**src/rtl/instruction_fetch.sv**
```systemverilog
// Instruction fetch unit: one outstanding memory read at a time,
// with a wait-cycle timeout that latches a fault until cleared.
module instruction_fetch #(
  parameter int unsigned TIMEOUT = 8
) (
  input  logic        clk,
  input  logic        rst,
  input  logic [15:0] pc,
  input  logic        fetch_req,
  input  logic        flush,
  input  logic        fault_clr,
  output logic [15:0] mem_addr,
  output logic        mem_rd,
  input  logic [15:0] mem_data,
  input  logic        mem_ready,
  output logic [15:0] ir_out,
  output logic        ir_valid,
  output logic        pc_enable,
  output logic        busy,
  output logic        fault
);

  typedef enum logic [1:0] {
    S_IDLE,
    S_WAIT,
    S_ERROR
  } state_t;

  localparam logic [7:0] LP_LAST = 8'(TIMEOUT - 1);

  state_t      r_state, w_state;
  logic [7:0]  r_cnt, w_cnt;
  logic [15:0] r_addr, w_addr;
  logic [15:0] r_ir, w_ir;
  logic        r_rd, w_rd;
  logic        r_valid, w_valid;
  logic        r_pce, w_pce;
  logic        r_busy, w_busy;
  logic        r_fault, w_fault;

  always_ff @(posedge clk or posedge rst) begin
    if (rst) begin
      r_state <= S_IDLE;
      r_cnt   <= 8'd0;
      r_addr  <= 16'h0000;
      r_ir    <= 16'h0000;
      r_rd    <= 1'b0;
      r_valid <= 1'b0;
      r_pce   <= 1'b0;
      r_busy  <= 1'b0;
      r_fault <= 1'b0;
    end else begin
      r_state <= w_state;
      r_cnt   <= w_cnt;
      r_addr  <= w_addr;
      r_ir    <= w_ir;
      r_rd    <= w_rd;
      r_valid <= w_valid;
      r_pce   <= w_pce;
      r_busy  <= w_busy;
      r_fault <= w_fault;
    end
  end

  always_comb begin
    w_state = r_state;
    w_cnt   = r_cnt;
    w_addr  = r_addr;
    w_ir    = r_ir;
    w_rd    = r_rd;
    w_valid = r_valid;
    w_pce   = 1'b0;
    unique case (r_state)
      S_IDLE: begin
        if (flush) begin
          w_valid = 1'b0;
        end else if (fetch_req) begin
          w_state = S_WAIT;
          w_addr  = pc;
          w_rd    = 1'b1;
          w_valid = 1'b0;
          w_cnt   = 8'd0;
        end
      end
      S_WAIT: begin
        // flush beats ready, ready beats timeout
        if (flush) begin
          w_state = S_IDLE;
          w_rd    = 1'b0;
          w_valid = 1'b0;
        end else if (mem_ready) begin
          w_state = S_IDLE;
          w_ir    = mem_data;
          w_valid = 1'b1;
          w_rd    = 1'b0;
          w_pce   = 1'b1;
        end else if (r_cnt == LP_LAST) begin
          w_state = S_ERROR;
          w_rd    = 1'b0;
          w_valid = 1'b0;
        end else begin
          w_cnt = r_cnt + 8'd1;
        end
      end
      S_ERROR: begin
        if (flush) w_valid = 1'b0;
        if (fault_clr) begin
          w_state = S_IDLE;
          w_cnt   = 8'd0;
        end
      end
      default: begin
        w_state = S_IDLE;
        w_rd    = 1'b0;
        w_valid = 1'b0;
      end
    endcase
    w_busy  = (w_state != S_IDLE);
    w_fault = (w_state == S_ERROR);
  end

  assign mem_addr  = r_addr;
  assign mem_rd    = r_rd;
  assign ir_out    = r_ir;
  assign ir_valid  = r_valid;
  assign pc_enable = r_pce;
  assign busy      = r_busy;
  assign fault     = r_fault;

endmodule

```
**config.mk**
```make
export PLATFORM = sky130hd
export DESIGN_NAME = instruction_fetch
export DESIGN_NICKNAME = d
export VERILOG_FILES = /design/src/rtl/instruction_fetch.sv
export SDC_FILE = /design/constraint.sdc
export NUM_CORES = 1
export LEC_CHECK = 0
export ABC_AREA = 1
export ABC_CLOCK_PERIOD_IN_PS = 1500
export CORE_UTILIZATION = 45
export DETAILED_ROUTE_END_ITERATION = 8
export DONT_BUFFER_PORTS = 1
export GPL_TIMING_DRIVEN = 0
export PLACE_DENSITY = 0.56
export SKIP_CTS_REPAIR_TIMING = 1
export SYNTH_ARGS = -nofsm -noshare
export SYNTH_HDL_FRONTEND = slang
export SYNTH_SLANG_ARGS = --single-unit
```
**constraint.sdc**
```tcl
create_clock -name clk -period 1.5 [get_ports clk]
set_input_delay 0.225 -clock clk [delete_from_list [all_inputs] [get_ports clk]]
set_output_delay 0.225 -clock clk [all_outputs]
set_load 0.02 [all_outputs]
```
==> results.sh <==
export IMPL_outcome="finished, final reports clean"
export IMPL_fin_area_mm2=0.00234
export IMPL_grt_usage_pct=17.7
export IMPL_grt_max_degree=36
export IMPL_r2r_end="mem_addr[4]"
export IMPL_worst_ep_required_time_ns=1.68
export IMPL_ys_seq_area_share_pct=55.8
export IMPL_fin_util_pct=53.0
export IMPL_clock_fmax_mhz=721
export IMPL_synth_edf_count=0
export IMPL_seq_area_mm2=0.00118
export IMPL_insertion_delay_ns=0.29
export IMPL_place_gp_congestion=0.723
export IMPL_drv_slew=0
export IMPL_drive_gt1_share_pct=19.7
export IMPL_yosys_top_cells_count="102 x nand2_1, 47 x dfrtp_1, 19 x nor2_1"
export IMPL_synth_area_mm2=0.00211
export IMPL_synth_async_reset_ratio_pct=100
export IMPL_die_height_um=70.4
export IMPL_reg2reg_from="r_state[0]"
export IMPL_htreeDepth=2
export IMPL_dp_hpwl_mm=3.05
export IMPL_antennaDiodeCount=0
export IMPL_cts_sinks=47
export IMPL_io_pins=75
export IMPL_cp_data_arrival_time_ns=1.57
export IMPL_r2r_setup_slack_ns=0.11
export IMPL_grt_remaining_overflow=0
export IMPL_cts_buffers_inserted=5
export IMPL_yosysMostFrequentCell="nand2_1"
export IMPL_start_util_pct=47.8
export IMPL_critPathMaxFanout=10
export IMPL_wl_mm=4.03
export IMPL_io_buffer_count=0
export IMPL_drtIter0Drc=54
export IMPL_dieArea_mm2=0.00496
export IMPL_worstHoldPathCells=2
export IMPL_dr_pass1_iters=4
export IMPL_endpoint_kind="register"
export IMPL_cts_tree="done"
export IMPL_avgSynthCellArea_um2=9.37
export IMPL_yosysTopAreaCellShare_pct=55.8
export IMPL_clockBufferDepth=2
export IMPL_clk_pin_slew_ns=0.08
export IMPL_fin_cells=290
export IMPL_min_to="ir_out[15]"
export IMPL_worst_pin_slew_ns=0.285
export IMPL_drtAntennaViolNets=0
export IMPL_synth_area_leaders="dfrtp_1 56%, nand2_1 18%, mux2_4 5.0%"
export IMPL_synth_nets=264
export IMPL_dp_cells=278
export IMPL_syn_inst=225
export IMPL_antenna_found_initial=0
export IMPL_grt_pass1_wl_mm=6.93
export IMPL_hold_violations=0
export IMPL_yosysUniqueCellTypes=20
export IMPL_setup_viol=0
export IMPL_area_delta_synth_final_pct=11.0
export IMPL_leakage_nw=1.22
export IMPL_drv_cap=0
export IMPL_multi_input_area_um2=861
export IMPL_die_w_um=70.4
export IMPL_rows=24
export IMPL_via_per_inst=5.18
export IMPL_ys_ff_latch=47
export IMPL_nets=277
export IMPL_irDropWorstVdd_mv=0.854
export IMPL_holdCritPathClass="input port to register"
export IMPL_path_class="register to register"
export IMPL_grt_pass1_vias=1542
export IMPL_placed_area_mm2=0.00219
export IMPL_r2r_cells=5
export IMPL_fin_skew_ns=0.00559
export IMPL_period_share_pct=92.5
export IMPL_slew_limit_headroom_pct=80.8
export IMPL_synth_warnings=0
export IMPL_wl_per_cell_um=13.9
export IMPL_start_kind="register"
export IMPL_yosysTopAreaCell="dfrtp_1"
export IMPL_synthFlopType="dfrtp_1"
export IMPL_p_per_area_mw_per_mm2=1280
export IMPL_rsz0062_at_grt="no"
export IMPL_core_area_mm2=0.00441
export IMPL_n_fill_cell=410
export IMPL_drc=0
export IMPL_total_power_mw=2.99
export IMPL_hp_start="mem_data[15]"
export IMPL_min_period_ns=1.39
export IMPL_cts_root_buffer="clkbuf_8"
export IMPL_vias=1502
-- layout by cell type, fill, tap and decap left out, types with 3 or more instances in the layout --
cell type,instances
clkbuf_8,6
buf_4,6
nand3_1,5
inv_1,10
nor2_1,18
dfrtp_1,46
mux2_4,7
inv_2,3
nor2_4,3
nand2_1,101
nand4_1,3
mux2_2,9
-- registers in the layout, summed over array words and instances (netlist names) --
| name | cells |
|---|---|
| ir_out | 16 |
| mem_addr | 16 |
| r_cnt | 8 |
| r_state | 2 |
| busy | 1 |
| fault | 1 |
| ir_valid | 1 |
| mem_rd | 1 |
| pc_enable | 1 |
-- final cells by class --
class	instances	area share, %
sequential	47	50.3
multi-input combinational	161	36.8
buffer	4	1.60
clock inverter	1	0.374
tap	52	2.78
timing repair buffer	6	2.57
inverter	13	2.08
clock buffer	6	3.53
-- per-layer routing --
| layer | routed length, um | track usage (%) | vias up |
|---|---|---|---|
| met5 | 0 | 0 | - |
| li1 | - | - | 723 |
| met4 | 63 | 5.33 | 0 |
| met3 | 322 | 5.77 | 8 |
| met1 | 1560 | 20.5 | 716 |
| met2 | 2090 | 31.0 | 55 |
-- logic make-up (layout without fill, tap and decap cells) --
| group | Yosys count | in the layout | share of synthesized area (%) |
|---|---|---|---|
| compound gates | 3 | 3 | 0.890 |
| xor+xnor | 2 | 2 | 0.831 |
| fa+ha+maj | 1 | 1 | 0.593 |
| buf+inv | 17 | 30 | 4.09 |
| flops | 47 | 47 | 55.8 |
| mux | 16 | 16 | 9.79 |
| simple gates | 139 | 139 | 28.0 |
-- worst max-delay path: stages, from the launching register on --
cell and delay, ns:
dfrtp_1 0.37, buf_4 0.17, nor2_4 0.14, nand2_4 0.11
buf_6 0.18, mux2_4 0.30
-- how the worst max path moves through the flow --
stage               startpoint          end  depth (start not counted)
global placement           rst  mem_addr[3]                          1
finish              r_state[0]  mem_addr[4]                          5
CTS                 r_state[1]    ir_out[4]                          7
global route          r_cnt[0]     r_cnt[1]                          8
detailed placement  r_state[1]    ir_out[4]                          7
floorplan                  rst         busy                          1
-- power breakdown --
group / leakage, nW / internal, mW / switching, mW / total (mW)
registers: 0.592 / 1.47 / 0.395 / 1.87
logic: 0.585 / 0.181 / 0.177 / 0.358
clock network: 0.0477 / 0.370 / 0.396 / 0.766
-- through the flow --
stage | setup TNS, ns | worst slack (ns) | hold WS (ns)
after floorplan | 0 | 0.159 | 0.342
after global placement | -12.11 | -0.260 | 0.344
after detailed placement | 0 | 0.0545 | 0.0760
after CTS | 0 | 0.0417 | -0.255
after global routing | 0 | 0.00940 | 0.0387
final | 0 | 0.113 | 0.0445
(Power assumes the default switching activity.)
